`src/rtl/ws2812_rx.sv`:
```
// WS2812 line decoder: pulse-width classifies bits, assembles 24-bit GRB pixels, tracks frames.
// Latency: pixel_valid 3 clk edges after the line falls on bit 23; no backpressure, input is free-running.
module ws2812_rx #(
    parameter int THRESH    = 30,
    parameter int MIN_HIGH  = 8,
    parameter int MAX_HIGH  = 100,
    parameter int RESET_CYC = 2500
) (
    input  logic        clk,
    input  logic        rst,
    input  logic        din,
    output logic [23:0] pixel_data,
    output logic        pixel_valid,
    output logic [15:0] pixel_index,
    output logic        frame_end,
    output logic [15:0] frame_len,
    output logic        err,
    output logic        busy
);

    localparam logic [15:0] L_THRESH = 16'(THRESH);
    localparam logic [15:0] L_MIN    = 16'(MIN_HIGH);
    localparam logic [15:0] L_MAX    = 16'(MAX_HIGH);
    localparam logic [15:0] L_RESET  = 16'(RESET_CYC);

    typedef enum logic [1:0] {S_SYNC, S_IDLE, S_HIGH, S_LOW} state_t;

    state_t      r_state, w_state_nxt;
    logic        r_sync1, r_ds;
    logic [15:0] r_high_cnt, w_high_nxt, w_high_inc;
    logic [15:0] r_low_cnt, w_low_nxt, w_low_inc;
    logic [23:0] r_shift, w_shift_nxt, w_shifted;
    logic [4:0]  r_bit_cnt, w_bit_nxt;
    logic [15:0] r_pix_cnt, w_pix_nxt;
    logic [23:0] r_pixel_data, w_pdata_nxt;
    logic [15:0] r_pixel_index, w_pidx_nxt;
    logic [15:0] r_frame_len, w_flen_nxt;
    logic        r_pixel_valid, r_frame_end, r_err;
    logic        w_pvld, w_fend, w_err, w_abort, w_bit;

    always_comb begin
        w_state_nxt = r_state;
        w_high_nxt  = r_high_cnt;
        w_low_nxt   = r_low_cnt;
        w_shift_nxt = r_shift;
        w_bit_nxt   = r_bit_cnt;
        w_pix_nxt   = r_pix_cnt;
        w_pdata_nxt = r_pixel_data;
        w_pidx_nxt  = r_pixel_index;
        w_flen_nxt  = r_frame_len;
        w_pvld      = 1'b0;
        w_fend      = 1'b0;
        w_err       = 1'b0;
        w_abort     = 1'b0;
        w_high_inc  = (r_high_cnt == 16'hFFFF) ? r_high_cnt : r_high_cnt + 16'd1;
        w_low_inc   = (r_low_cnt == 16'hFFFF) ? r_low_cnt : r_low_cnt + 16'd1;
        w_bit       = (r_high_cnt >= L_THRESH);
        w_shifted   = {r_shift[22:0], w_bit};

        case (r_state)
            S_SYNC: begin
                if (r_ds) begin
                    w_low_nxt = 16'd0;
                end else if (w_low_inc >= L_RESET) begin
                    w_state_nxt = S_IDLE;
                    w_low_nxt   = 16'd0;
                end else begin
                    w_low_nxt = w_low_inc;
                end
            end
            S_IDLE: begin
                if (r_ds) begin
                    w_state_nxt = S_HIGH;
                    w_high_nxt  = 16'd1;
                end
            end
            S_HIGH: begin
                if (r_ds) begin
                    if (w_high_inc > L_MAX) begin
                        w_err   = 1'b1;
                        w_abort = 1'b1;
                    end else begin
                        w_high_nxt = w_high_inc;
                    end
                end else if (r_high_cnt < L_MIN) begin
                    w_err   = 1'b1;
                    w_abort = 1'b1;
                end else begin
                    w_state_nxt = S_LOW;
                    w_low_nxt   = 16'd1;
                    w_high_nxt  = 16'd0;
                    if (r_bit_cnt == 5'd23) begin
                        w_pvld      = 1'b1;
                        w_pdata_nxt = w_shifted;
                        w_pidx_nxt  = r_pix_cnt;
                        w_pix_nxt   = (r_pix_cnt == 16'hFFFF) ? r_pix_cnt : r_pix_cnt + 16'd1;
                        w_bit_nxt   = 5'd0;
                        w_shift_nxt = 24'd0;
                    end else begin
                        w_shift_nxt = w_shifted;
                        w_bit_nxt   = r_bit_cnt + 5'd1;
                    end
                end
            end
            S_LOW: begin
                if (r_ds) begin
                    w_state_nxt = S_HIGH;
                    w_high_nxt  = 16'd1;
                end else if (w_low_inc >= L_RESET) begin
                    w_state_nxt = S_IDLE;
                    w_low_nxt   = 16'd0;
                    if (r_pix_cnt != 16'd0) begin
                        w_fend     = 1'b1;
                        w_flen_nxt = r_pix_cnt;
                        w_pix_nxt  = 16'd0;
                    end
                    // A latch mid-pixel drops the stray bits but still closes the frame.
                    if (r_bit_cnt != 5'd0) begin
                        w_err       = 1'b1;
                        w_bit_nxt   = 5'd0;
                        w_shift_nxt = 24'd0;
                    end
                end else begin
                    w_low_nxt = w_low_inc;
                end
            end
            default: w_state_nxt = S_SYNC;
        endcase

        // Protocol errors abandon the frame; resync needs a full reset gap.
        if (w_abort) begin
            w_state_nxt = S_SYNC;
            w_high_nxt  = 16'd0;
            w_low_nxt   = 16'd0;
            w_bit_nxt   = 5'd0;
            w_shift_nxt = 24'd0;
            w_pix_nxt   = 16'd0;
        end
    end

    always_ff @(posedge clk) begin
        if (rst) begin
            r_state       <= S_SYNC;
            r_sync1       <= 1'b0;
            r_ds          <= 1'b0;
            r_high_cnt    <= 16'd0;
            r_low_cnt     <= 16'd0;
            r_shift       <= 24'd0;
            r_bit_cnt     <= 5'd0;
            r_pix_cnt     <= 16'd0;
            r_pixel_data  <= 24'd0;
            r_pixel_index <= 16'd0;
            r_frame_len   <= 16'd0;
            r_pixel_valid <= 1'b0;
            r_frame_end   <= 1'b0;
            r_err         <= 1'b0;
        end else begin
            r_state       <= w_state_nxt;
            r_sync1       <= din;
            r_ds          <= r_sync1;
            r_high_cnt    <= w_high_nxt;
            r_low_cnt     <= w_low_nxt;
            r_shift       <= w_shift_nxt;
            r_bit_cnt     <= w_bit_nxt;
            r_pix_cnt     <= w_pix_nxt;
            r_pixel_data  <= w_pdata_nxt;
            r_pixel_index <= w_pidx_nxt;
            r_frame_len   <= w_flen_nxt;
            r_pixel_valid <= w_pvld;
            r_frame_end   <= w_fend;
            r_err         <= w_err;
        end
    end

    assign pixel_data  = r_pixel_data;
    assign pixel_valid = r_pixel_valid;
    assign pixel_index = r_pixel_index;
    assign frame_end   = r_frame_end;
    assign frame_len   = r_frame_len;
    assign err         = r_err;
    assign busy        = (r_state == S_HIGH) || (r_state == S_LOW);

endmodule

```
`config.mk`:
```
export PLATFORM = sky130hd
export DESIGN_NAME = ws2812_rx
export DESIGN_NICKNAME = d
export VERILOG_FILES = /design/src/rtl/ws2812_rx.sv
export SDC_FILE = /design/constraint.sdc
export NUM_CORES = 1
export LEC_CHECK = 0
export BUFFER_PORTS_ARGS = -buffer_cell sky130_fd_sc_hd__buf_2
export CORE_UTILIZATION = 35
export DETAILED_ROUTE_END_ITERATION = 12
export GPL_TIMING_DRIVEN = 0
export MAX_ROUTING_LAYER = met4
export RECOVER_POWER = 25
export SLEW_MARGIN = 20
export SYNTH_ARGS = -nofsm -noshare
export SYNTH_HDL_FRONTEND = slang
export SYNTH_SLANG_ARGS = --single-unit
```
`constraint.sdc`:
```
create_clock -name clk -period 6.03 [get_ports clk]
set_input_delay 0.9045 -clock clk [delete_from_list [all_inputs] [get_ports clk]]
set_output_delay 0.9045 -clock clk [all_outputs]
set_load 0.03 [all_outputs]
```
# Word level (Yosys, flattened, before mapping)
# Cells that the tools add are included.
word_totals:
  elab_cells: 117
  output_inout_bits: 60
  regBits: 139
classes:
  order_cmp: 4
  n_bitwise: 5
  eq_ne: 20
  mux: 52
  reduce_logical: 18
  addsub: 4
ops:
  columns: ["operator", "n"]
  rows:
  - ["$mux 16", 18]
  - ["$mux 23", 6]
  - ["$pmux 16 s2", 2]
  - ["$add 16x1->16 const B", 3]
  - ["$eq 16x16->1 const B", 3]
  - ["$pmux 16 s3", 1]
  - ["$pmux 23 s2", 1]
  - ["$mux 5", 6]
  - ["$ne 2x2->1 const B", 10]
  - ["$reduce_and 4->1", 5]
  - ["$ge 16x12->1 const B", 1]
  - ["$ge 16x5->1 const B", 1]
  - ["$gt 16x7->1 const B", 1]
  - ["$lt 16x4->1 const B", 1]
  - ["$reduce_bool 16->1", 1]
  - ["$mux 2", 6]
  - ["$pmux 5 s2", 1]
  - ["$mux 1", 9]
  - ["$pmux 2 s4", 1]
  - ["$reduce_and 8->1", 1]
  - ["$reduce_or 4->1", 2]
  - ["$ne 3x3->1 const B", 2]
  - ["$reduce_and 6->1", 1]
  - ["$add 5x1->5 const B", 1]
  - ["other kinds (12)", 19]

# Logic depth before layout (Yosys ltp)
logic_depth:
  word_depth: 7
  ltp_mapped: 13
  mapped_depth_nobuf: 10

# Worst setup path after synthesis
# No wires, ideal clock.
synth_path:
  path_kind: "register to register"
  start: "register r_low_cnt[0]"
  end: "register r_low_cnt[3]"
  setup_ns: 0.088
  n_path_buf: 3
  required_time_ns: 5.942
  period_less_slack_ns: 2.737
  setup_slack_ns: 3.293
  stages_incl_launch_ff: 13
  arrival_time_ns: 2.649
  cell_sequence: "dfxtp_1 ha_1 and3_1 buf_6 nand3_4 a311o_1 o211a_2 a211o_1 buf_6 nor4_4 buf_6 a41oi_2 a311oi_2"
synth_via:
  elab_chain_len: 6
  word_cells_on_any_way: 8
  classes_between: "add/sub (1); order compare (1); eq/ne (1); mux (5)"
synth_rtl:
  columns: ["element", "line_no", "rtl"]
  rows:
  - ["start, declared", "31", "logic [15:0] r_low_cnt, w_low_nxt, w_low_inc;"]
  - ["start signal, assigned", "162", "r_low_cnt <= w_low_nxt;"]
  - ["$add 16x1->16 or $eq 16x16->1 (tied branches)", "56", "w_low_inc = (r_low_cnt == 16'hFFFF) ? r_low_cnt : r_low_cnt + 16'd1;"]
  - ["$mux 16 (*)", "56", null]
  - ["$ge 16x12->1", "64, 109", null]
  - ["$mux 16 (*)", "64, 109", null]
  - ["$mux 16 (on tied branches)", "106, 62", null]
  - ["$pmux 16 s3 (*)", "60", "case (r_state)"]
# Every way passes the cells marked *; elsewhere a longest branch is shown, timed or not. The select of a mux whose other input is x is not followed.
# A chain may end at the register's enable or synchronous reset.

# Final worst setup path
layout_path:
  start: "register r_high_cnt[1]"
  end: "register r_pix_cnt[14]"
layout_via:
  elab_chain_len: 7
  word_cells_on_any_way: 12
  classes_between: "add/sub (1); order compare (2); eq/ne (2); mux (5); reduce/logical (2)"
layout_rtl:
  columns: ["element", "line_no", "rtl"]
  rows:
  - ["start, declared", "30", "logic [15:0] r_high_cnt, w_high_nxt, w_high_inc;"]
  - ["start signal, assigned", "161", "r_high_cnt <= w_high_nxt;"]
  - ["$add 16x1->16 or $eq 16x16->1 (tied branches)", "55", "w_high_inc = (r_high_cnt == 16'hFFFF) ? r_high_cnt : r_high_cnt + 16'd1;"]
  - ["$mux 16", "55", null]
  - ["$gt 16x7->1", "79", "if (w_high_inc > L_MAX) begin"]
  - ["$mux 1", "79", null]
  - ["$mux 1", "78", "if (r_ds) begin"]
  - ["$mux 1", "60", null]
  - ["$reduce_or 2->1 (no source line)", null, null]
  - ["end signal, assigned", "165", "r_pix_cnt <= w_pix_nxt;"]
  - ["end, declared", "34", "logic [15:0] r_pix_cnt, w_pix_nxt;"]
# Parallel ways exist; a longest one is shown, timed or not.

==> run metrics <==
CP arrival 3.58 ns; Critical Path Sink Type flop; Seq/Total Area, Yosys 43.4%; worst min path class reg2reg; Leak between 2 and 3 nW; clock slew at reported path FFs 0.06 ns; type of origin of the critical path flop; WL final between 15000 and 20000 um; clk buf depth 2; Routed Antenna Nets 0; max_cap viols 0; Die ar. around 0.019 mm^2; n_diodes 0; DRT iter0 DRCs ~420; gr usage total roughly 18%; Reg power frac between 40% and 50%; Clock power frac 54.1%; Mean Syn Cell Area 8.15 um^2; setup TNS 0 ns; vias in the first global route 5111; commonest non-fill, non-tap cell in the layout nand2_1; Clock Skew between 0.009 and 0.01 ns; number of fill cells ~1800; Slew headroom 39.9%; I/O pin cnt 63; H-tree depth 4; Post-route DRC 0; status finished clean; initial antenna violation count 0; Die X 137 um; CTS Buf Count 17; Syn Inst Count between 700 and 800; grt ovf 0; Comb power frac under 10%; Setup WS post-layout 2.77 ns; TritonCTS clock tree done; WP data required about 6.4 ns; Area growth syn-to-layout 18.4%; Vert. Die Dim between 100 and 150 um; pin slew with the least headroom to its limit 0.901 ns; Initial Util between 30% and 40%; Yosys Warn Count 0; CTS Hold Bufs 0; hpwl dp between 10000 and 15000 um; Pins Over Slew Limit 0; register area around 0.0028 mm^2; RSZ-0062 raised after global routing no; Via density about 5.3; ratio of final minimum period to clock period 54.1%; crit path kind reg2reg; Power Density ~280 mW/mm^2; Mapped Nets about 800; RD Place Congestion approximately 0.86; share of cells above drive strength 1 around a tenth; vias post-DR around 6000; Mapped Area between 0.006 and 0.007 mm^2; root buffer cell clkbuf_16; FFs w/ async S/R, synth 0%; area taken by multi-input logic gates between 0.003 and 0.004 mm^2; Worst VDD drop 0.201 mV; first-pass GRT wire length 25800 um; cts repair resizes 0; clock insertion delay at the later pin of the skew report 0.42 ns; # rows between 40 and 50; Psw 0.000427 W; # nets final 876; Buffers on Ports roughly 60; most frequent cells in the layout nand2_1 (151), dfxtp_1 (139), a21oi_1 (84); Placeable Area between 0.015 and 0.02 mm^2; Seq cells post-synth roughly 140; main flop type after synthesis dfxtp_1; DR WL/cell between 10 and 15 um; Fmax around 310 MHz; # setup viols final 0; final critical-path required period about 3.3 ns; count of cell types in the netlist 70; sw frac about a fifth; Post-CTS Setup Inserts 0; Initial DRT Pass Iterations 7; Crit Path Max Fanout 10; Post-synth EDFFs 0; Hold Vio Cnt, Final 0; Cell Int Power around 0.0017 W; CTS Sinks between 100 and 150; Setup WS pre-CTS about 2.8 ns; largest net degree at the start of global routing 17
-- per-layer routing --
metal  global-route usage (%)  vias up  share of wire [%]
li1                         -     2964                  -
met1                     23.9     2783                 51
met2                     26.7       98                 45
met3                     4.12       13                3.5
met4                     5.43        0                1.1
met5                        -        -                  0
-- state kept, by name, summed over array words and instances (netlist names) --
signal	flops
r_state	2
pixel_data	24
err	1
r_bit_cnt	5
frame_end	1
r_low_cnt	16
r_high_cnt	16
r_shift	23
r_ds	1
pixel_index	16
pixel_valid	1
frame_len	16
r_sync1	1
r_pix_cnt	16
-- stage by stage --
step | hold slack, ns | util [%] | cell area, um^2 | cells | total power [W]
6_report | 0.435 | 42.2 | 7580 | 1108 | 0.00210
5_1_grt | 0.454 | 42.2 | 7580 | 1108 | 0.00217
4_1_cts | 0.435 | 42.6 | 7640 | 1108 | 0.00212
3_5_place_dp | 0.422 | 38.9 | 7000 | 1076 | 0.000984
3_3_place_gp | 0.424 | 38.9 | 7000 | 1076 | 0.000984
2_1_floorplan | 0.414 | - | 6400 | 786 | 0.000972
-- synth_stat cells (4+ instances only) --
cell type,count,area (um^2)
a211oi_1,15,113
a21o_1,4,30.0
a21oi_1,84,420
a22oi_1,27,203
a31oi_1,8,50.1
and2_1,15,93.8
and3_1,11,68.8
and4_1,4,35.0
buf_2,11,55.1
buf_4,5,37.5
buf_6,9,101
clkbuf_1,32,120
dfxtp_1,139,2780
ha_1,7,87.6
inv_1,12,45.0
nand2_1,151,567
nand2b_1,5,31.3
nand3_1,30,150
nand4_1,12,75.1
nor2_1,55,206
nor2b_1,5,31.3
nor3_1,29,145
nor3_2,4,40.0
nor3b_1,6,45.0
nor4_1,7,43.8
o21ai_0,16,80.1
o31ai_1,6,45.0
or3_1,4,25.0
or4_1,6,45.0
xnor2_1,9,78.8
-- cell type report --
cell class | count | area share (%)
buffer | 57 | 4.14
inverter | 12 | 0.594
sequential | 139 | 36.7
timing repair buffer | 61 | 3.25
multi-input combinational | 578 | 43.0
tap | 229 | 3.78
clock inverter | 9 | 2.10
clock buffer | 23 | 6.43
-- kinds of logic after synthesis --
logic type / share of synthesized area (%)
AND/OR/NAND/NOR: 27.8
XOR/XNOR: 1.37
multiplexers: 0.313
AO/OA/AOI/OAI: 20.1
flip-flops: 43.4
buffers and inverters: 5.61
adder cells (fa/ha/maj): 1.37
-- power groups by stage --
| stage | registers [W] | logic, W | clock network, W |
|---|---|---|---|
| after global routing | 0.000923 | 0.0000445 | 0.00120 |
| final | 0.000923 | 0.0000405 | 0.00113 |
| after CTS | 0.000923 | 0.0000410 | 0.00116 |
| after floorplan | 0.000943 | 0.0000293 | 0 |
| after detailed placement | 0.000943 | 0.0000410 | 0 |
| after global placement | 0.000943 | 0.0000408 | 0 |
-- worst paths after layout --
path,from,to,slack [ns],depth (start not counted)
worst min register to register,r_sync1,r_ds,0.44,1
worst max-delay path,r_high_cnt[1],r_pix_cnt[14],2.77,11
worst max register to register,r_high_cnt[1],r_pix_cnt[14],2.77,11
worst min-delay path,r_sync1,r_ds,0.44,1
-- critical path, cell delays in order, from the launching register on --
cell and delay (ns):
dfxtp_1 0.50, ha_1 0.37, nand4_2 0.19, nor2_2 0.27
nand4b_1 0.13, a2111o_1 0.42, a211oi_1 0.26, o21ai_1 0.14
a211o_1 0.30, buf_2 0.17, buf_6 0.16, a211oi_1 0.24
Note: power is estimated with default switching activity, not from simulation.
